--- config.mk ---
export PLATFORM = sky130hd
export DESIGN_NAME = addr_assembler_bus
export DESIGN_NICKNAME = d
export VERILOG_FILES = /design/src/rtl/addr_assembler_bus.sv
export SDC_FILE = /design/constraint.sdc
export NUM_CORES = 1
export LEC_CHECK = 0
export ABC_AREA = 0
export CAP_MARGIN = 10
export CORE_MARGIN = 2
export CORE_UTILIZATION = 50
export DETAILED_ROUTE_END_ITERATION = 8
export GPL_ROUTABILITY_DRIVEN = 0
export PLACE_DENSITY = 0.74
export SYNTH_ARGS = -nofsm -noshare
export SYNTH_HDL_FRONTEND = slang
export SYNTH_SLANG_ARGS = --single-unit
--- constraint.sdc ---
create_clock -name clk -period 5.48 [get_ports clk]
set_input_delay 0.822 -clock clk [delete_from_list [all_inputs] [get_ports clk]]
set_output_delay 0.822 -clock clk [all_outputs]
set_load 0.01 [all_outputs]
--- src/rtl/addr_assembler_bus.sv ---
// -----------------------------------------------------------------------------
// addr_assembler_bus
//
// Memory-side request queue. Cache requests arrive as tag / index / block
// offset fields plus a read or write command. The full byte address is
// rebuilt by concatenating the fields, and each request is queued in a small
// FIFO. Queued requests are issued one at a time on the memory bus with a
// cmd/ack handshake.
//
// Optional feature (macro BUS_TIMEOUT_EN): a bus wait limit. A command left
// unacknowledged for TIMEOUT_CYCLES cycles is dropped, and bus_timeout pulses.
// With the macro undefined the bus waits forever and bus_timeout is tied 0.
//
// Ports:
//   clk, rst_n     clock (rising edge), asynchronous active-low reset
//   req_valid      request present
//   req_ready      queue can accept (not full, from the registered count)
//   req_rd/req_wr  command; exactly one must be high for a legal request
//   tag_in, index_in, blk_offset_in   address fields
//   bus_cmd_rd/bus_cmd_wr  bus command, held until bus_ack
//   bus_address    reassembled address of the command being issued
//   bus_ack        bus accepts the current command
//   err_cmd        one-cycle pulse: an illegal command was dropped
//   bus_timeout    one-cycle pulse: a command was dropped after the wait limit
//   fifo_count     occupied queue entries
// -----------------------------------------------------------------------------
module addr_assembler_bus #(
  parameter int ADDR_WID       = 32,
  parameter int TAG_MSB        = 31,
  parameter int TAG_LSB        = 20,
  parameter int INDEX_MSB      = 19,
  parameter int INDEX_LSB      = 2,
  parameter int OFFSET_MSB     = 1,
  parameter int OFFSET_LSB     = 0,
  parameter int FIFO_DEPTH     = 4,
  parameter int TIMEOUT_CYCLES = 16
) (
  input  logic                          clk,
  input  logic                          rst_n,
  input  logic                          req_valid,
  output logic                          req_ready,
  input  logic                          req_rd,
  input  logic                          req_wr,
  input  logic [TAG_MSB:TAG_LSB]        tag_in,
  input  logic [INDEX_MSB:INDEX_LSB]    index_in,
  input  logic [OFFSET_MSB:OFFSET_LSB]  blk_offset_in,
  output logic                          bus_cmd_rd,
  output logic                          bus_cmd_wr,
  output logic [ADDR_WID-1:0]           bus_address,
  input  logic                          bus_ack,
  output logic                          err_cmd,
  output logic                          bus_timeout,
  output logic [$clog2(FIFO_DEPTH):0]   fifo_count
);

  localparam int PTR_W = $clog2(FIFO_DEPTH);
  localparam int CNT_W = PTR_W + 1;
  localparam logic [CNT_W-1:0] FULL_COUNT = CNT_W'(FIFO_DEPTH);

  typedef enum logic {
    IDLE = 1'b0,
    BUSY = 1'b1
  } state_e;

  state_e              state_q, state_d;
  logic [ADDR_WID:0]   fifoMem_q [FIFO_DEPTH];
  logic [PTR_W-1:0]    wrPtr_q, wrPtr_d;
  logic [PTR_W-1:0]    rdPtr_q, rdPtr_d;
  logic [CNT_W-1:0]    count_q, count_d;
  logic                wasNonEmpty_q;
  logic                errCmd_q;

  logic                cmdLegal;
  logic                reqFire;
  logic                doPush;
  logic                doPop;
  logic                timeoutHit;
  logic [ADDR_WID:0]   headEntry;
  logic [ADDR_WID-1:0] assembledAddr;

  // The fields tile the address exactly, so assembly is pure wiring.
  assign assembledAddr = {tag_in, index_in, blk_offset_in};

  // Readiness comes only from the registered count, so a pop in the same
  // cycle never opens room for a push.
  assign req_ready = (count_q != FULL_COUNT);
  assign cmdLegal  = req_rd ^ req_wr;
  assign reqFire   = req_valid && req_ready;
  assign doPush    = reqFire && cmdLegal;
  assign headEntry = fifoMem_q[rdPtr_q];

  assign fifo_count = count_q;
  assign err_cmd    = errCmd_q;

`ifdef BUS_TIMEOUT_EN
  localparam int TMR_W = $clog2(TIMEOUT_CYCLES) + 1;
  localparam logic [TMR_W-1:0] LAST_WAIT = TMR_W'(TIMEOUT_CYCLES - 1);

  logic [TMR_W-1:0] timer_q;
  logic             timeout_q;

  // timer_q counts completed BUSY cycles of the current command; the IDLE
  // cycle that always precedes BUSY clears it. An ack in the last allowed
  // cycle takes priority over the timeout.
  assign timeoutHit  = (state_q == BUSY) && !bus_ack && (timer_q == LAST_WAIT);
  assign bus_timeout = timeout_q;

  always_ff @(posedge clk or negedge rst_n) begin
    if (!rst_n) begin
      timer_q   <= '0;
      timeout_q <= 1'b0;
    end else begin
      timer_q   <= (state_q == BUSY) ? timer_q + 1'b1 : '0;
      timeout_q <= timeoutHit;
    end
  end
`else
  logic unusedTimeoutParam;

  assign timeoutHit         = 1'b0;
  assign bus_timeout        = 1'b0;
  assign unusedTimeoutParam = (TIMEOUT_CYCLES != 0);
`endif

  // Pointer and occupancy update. Pointers wrap naturally because the depth
  // is a power of two.
  always_comb begin
    wrPtr_d = wrPtr_q;
    rdPtr_d = rdPtr_q;
    count_d = count_q;
    if (doPush) begin
      wrPtr_d = wrPtr_q + 1'b1;
    end
    if (doPop) begin
      rdPtr_d = rdPtr_q + 1'b1;
    end
    case ({doPush, doPop})
      2'b10:   count_d = count_q + 1'b1;
      2'b01:   count_d = count_q - 1'b1;
      default: count_d = count_q;
    endcase
  end

  // Bus FSM. IDLE leaves only once the queue has been non-empty for a full
  // cycle: a fresh entry spends one cycle in the FIFO and one IDLE cycle
  // before it is issued, and consecutive commands are always separated by an
  // IDLE cycle. In BUSY the command is taken from the FIFO head, which cannot
  // change until the pop.
  always_comb begin
    state_d     = state_q;
    doPop       = 1'b0;
    bus_cmd_rd  = 1'b0;
    bus_cmd_wr  = 1'b0;
    bus_address = '0;
    case (state_q)
      IDLE: begin
        if ((count_q != '0) && wasNonEmpty_q) begin
          state_d = BUSY;
        end
      end
      BUSY: begin
        bus_cmd_rd  = headEntry[ADDR_WID];
        bus_cmd_wr  = !headEntry[ADDR_WID];
        bus_address = headEntry[ADDR_WID-1:0];
        if (bus_ack || timeoutHit) begin
          doPop   = 1'b1;
          state_d = IDLE;
        end
      end
      default: state_d = IDLE;
    endcase
  end

  // Control registers. Reset drops any in-flight command immediately because
  // the bus outputs are decoded from the state.
  always_ff @(posedge clk or negedge rst_n) begin
    if (!rst_n) begin
      state_q       <= IDLE;
      wrPtr_q       <= '0;
      rdPtr_q       <= '0;
      count_q       <= '0;
      wasNonEmpty_q <= 1'b0;
      errCmd_q      <= 1'b0;
    end else begin
      state_q       <= state_d;
      wrPtr_q       <= wrPtr_d;
      rdPtr_q       <= rdPtr_d;
      count_q       <= count_d;
      wasNonEmpty_q <= (count_q != '0);
      errCmd_q      <= reqFire && !cmdLegal;
    end
  end

  // Queue storage holds {is_rd, address}; contents need no reset because the
  // count and pointers define which entries are live.
  always_ff @(posedge clk) begin
    if (doPush) begin
      fifoMem_q[wrPtr_q] <= {req_rd, assembledAddr};
    end
  end

endmodule

==> results.yml <==
sta:
  tns_ns: 0
  holdWs_ns: 0.4953
  relSlewSlack_pct: 29.62
  finalSetupViolations: 0
  clock-skew-final_ns: 0.008183
  period_minus_slack_ns: 3.674
  rsz0062_at_grt: "no"
  worst_pin_slew_ns: 1.056
  hold_violations: 0
  drv_slew: 0
  max_freq_ghz: 0.2722
  finalCritPeriodShare_pct: 67.05
logic_synthesis:
  synth_commonest_cells: "edfxtp_1, and2_1, mux4_2"
  synth_edf_count: 132
  yosys_warnings: 0
  synthesis.nets: 304
  ys_ff_latch: 142
  synthTopCellsByArea: "edfxtp_1, mux4_2, dfrtp_1"
  netlist_area_um2: 5582
  synth.distinct_cells: 25
  synth.most_common_cell: "edfxtp_1"
  yosys.area.top_type: "edfxtp_1"
  synth_top_area_share_pct: 71.02
  ys_seq_area_share_pct: 75.50
  syn_area_per_cell_um2: 21.47
  async_flop_share_pct: 7.042
  synthCells: 260
  synth_ff_type: "edfxtp_1"
clock_network:
  cts_tree: "built"
  h-tree-depth: 4
  clk_latency_ns: 0.51
  clkTransAtPathRegs_ns: 0.06
  hold_buffers: 0
  postCtsResizedCells: 0
  numCtsBuffers: 17
  cts_sinks: 142
  cts_root_buffer: "clkbuf_8"
  cts_buffer_depth: 2
  postCtsSetupRepairBufs: 0
setup_path:
  cp_top_family: "buffers and inverters"
  path_buf_inv: 2
  critPathKind: "register to primary output"
  r2r_cells: 7
  crit_chain: "buf_4 -> mux4_1 -> nor2b_1 -> clkdlybuf4s50_1"
  worst-path-stages: 4
  start_kind: "register"
  worstPathRequired_ns: 4.66
  cp-startpoint: "rdPtr_q[0]"
  rr_startpoint: "state_q"
  arrival_ns: 2.85
  cpPeakStageDelay_ns: 0.65
  critPathCaptureType: "primary output"
  path_max_fanout: 28
  slowest_stage: "mux4_1"
floorplan:
  die_y_um: 109.7
  fp.dieArea_um2: 12020
  die_w_um: 109.7
  start_util_pct: 51.26
  core_region_area_um2: 10890
  num_rows: 38
  io_pins: 78
routing:
  wl_met1_um: 3756
  vias: 2629
  drt_iter0_drc: 88
  vias_per_cell: 5.311
  totalWireLength_um: 8946
  top_layer: "met4"
  wire_per_inst_um: 18.07
  dr.pass1.iters: 4
  drc: 0
  antenna_left: 0
  wl_met3_um: 424
  routed-wl-met2_um: 4671
power_and_ir_drop:
  p_per_area_nw_per_um2: 512.9
  p_leak_nw: 2.315
  share_comb_of_total_power_pct: 30.5
  power.switching_uw: 997.0
  swShare_pct: 28.02
  pwr-share-seq_pct: 41.6
  intPower_mw: 2.561
  clkPwrFrac_pct: 27.9
  worst_ir_drop_vdd_mv: 0.2855
final_layout:
  fin_area_um2: 6938
  insertedDiodeCount: 0
  area_delta_synth_final_pct: 24.30
  multi_input_area_um2: 1226
  fillers: 780
  fin_nets: 386
  register_area_um2: 4217
  drive_above_1_share_pct: 18.59
place:
  port_buffers: 76
  hpwl_um: 5158
  placed_area_um2: 6409
hold_path:
  min_path_cells: 2
  min-delay-start: "wasNonEmpty_q"
  min_path_type: "register to register"
global_route:
  grt_max_degree: 37
  grt_first_pass_wirelength_um: 13680
  antenna_found_initial: 0
  grt_pass1_vias: 2720
  track_usage_pct: 16.12
  grt_overflow: 0
outcome:
  status: "complete, no violations"
flow_run:
  max_cap_viol_count: 0
==> through the flow <==
step,setup slack (ns),util [%],total power [mW],cells
2_1_floorplan,2.955,-,2.154,260
3_3_place_gp,2.276,58.86,2.595,463
3_5_place_dp,2.268,58.86,2.615,463
4_1_cts,1.718,63.72,3.609,495
5_1_grt,1.604,63.72,3.730,495
6_report,1.806,63.72,3.558,495
==> layout make-up <==
class                           instances  area share [%]
Timing Repair Buffer                   77           11.07
Clock inverter                         14           1.605
Clock buffer                           18           6.023
Sequential cell                       142           60.78
Tap cell                              140           2.525
Inverter                                6          0.3246
Multi-Input combinational cell         98           17.67
==> final timing paths <==
path                       slack, ns       endpoint
setup / recovery                1.81     bus_cmd_wr
hold / removal                  0.50        state_q
setup reg to reg                2.96  fifo_count[2]
hold reg to reg                 0.50        state_q
max in group asynchronous       4.52     rdPtr_q[1]
min in group asynchronous       0.63        state_q
==> placed cells by master (no fill, tap or decap), types with 2 or more instances in the layout <==
cell	instances
mux4_1	5
nand2_1	3
mux4_2	28
edfxtp_1	132
dfrtp_1	8
dfrtp_2	2
and2_1	34
inv_1	6
clkdlybuf4s50_1	76
clkbuf_16	16
xor2_1	4
inv_6	4
clkinvlp_4	5
nor2_1	3
and2_2	4
ha_1	5
xnor2_1	3
clkinv_4	4
==> worst min-delay path, stage by stage, from the launching register on <==
cell and delay (ns):
dfrtp_1 0.33, a21oi_1 0.06, nor2_1 0.08
==> registers in the layout, indices dropped and copies added, names as in the netlist <==
name,flops
fifoMem_q,132
state_q,1
fifo_count,3
rdPtr_q,2
wrPtr_q,2
err_cmd,1
wasNonEmpty_q,1
==> power by group through the flow <==
stage	clock, mW	sequential, mW	combinational (mW)
floorplan	0	1.40	0.754
global placement	0	1.50	1.09
detailed placement	0	1.51	1.11
CTS	1.01	1.49	1.11
global route	1.05	1.50	1.17
finish	0.992	1.48	1.09
==> cells by family after synthesis <==
kind of cell	count (synthesis)	synth area share [%]
xor+xnor	7	1.098
fa+ha+maj	6	1.480
compound gates	2	0.2017
other cells	1	0.06718
flops	142	75.50
mux	34	13.83
buf+inv	20	2.623
simple gates	48	5.201
==> metal layers <==
metal / GRT usage, % / vias to the layer above
met5: 0 / -
met4: 5.335 / 0
met3: 5.513 / 8
met2: 26.50 / 64
met1: 20.26 / 1363
li1: - / 1194
Power figures use the tool's default switching activity.
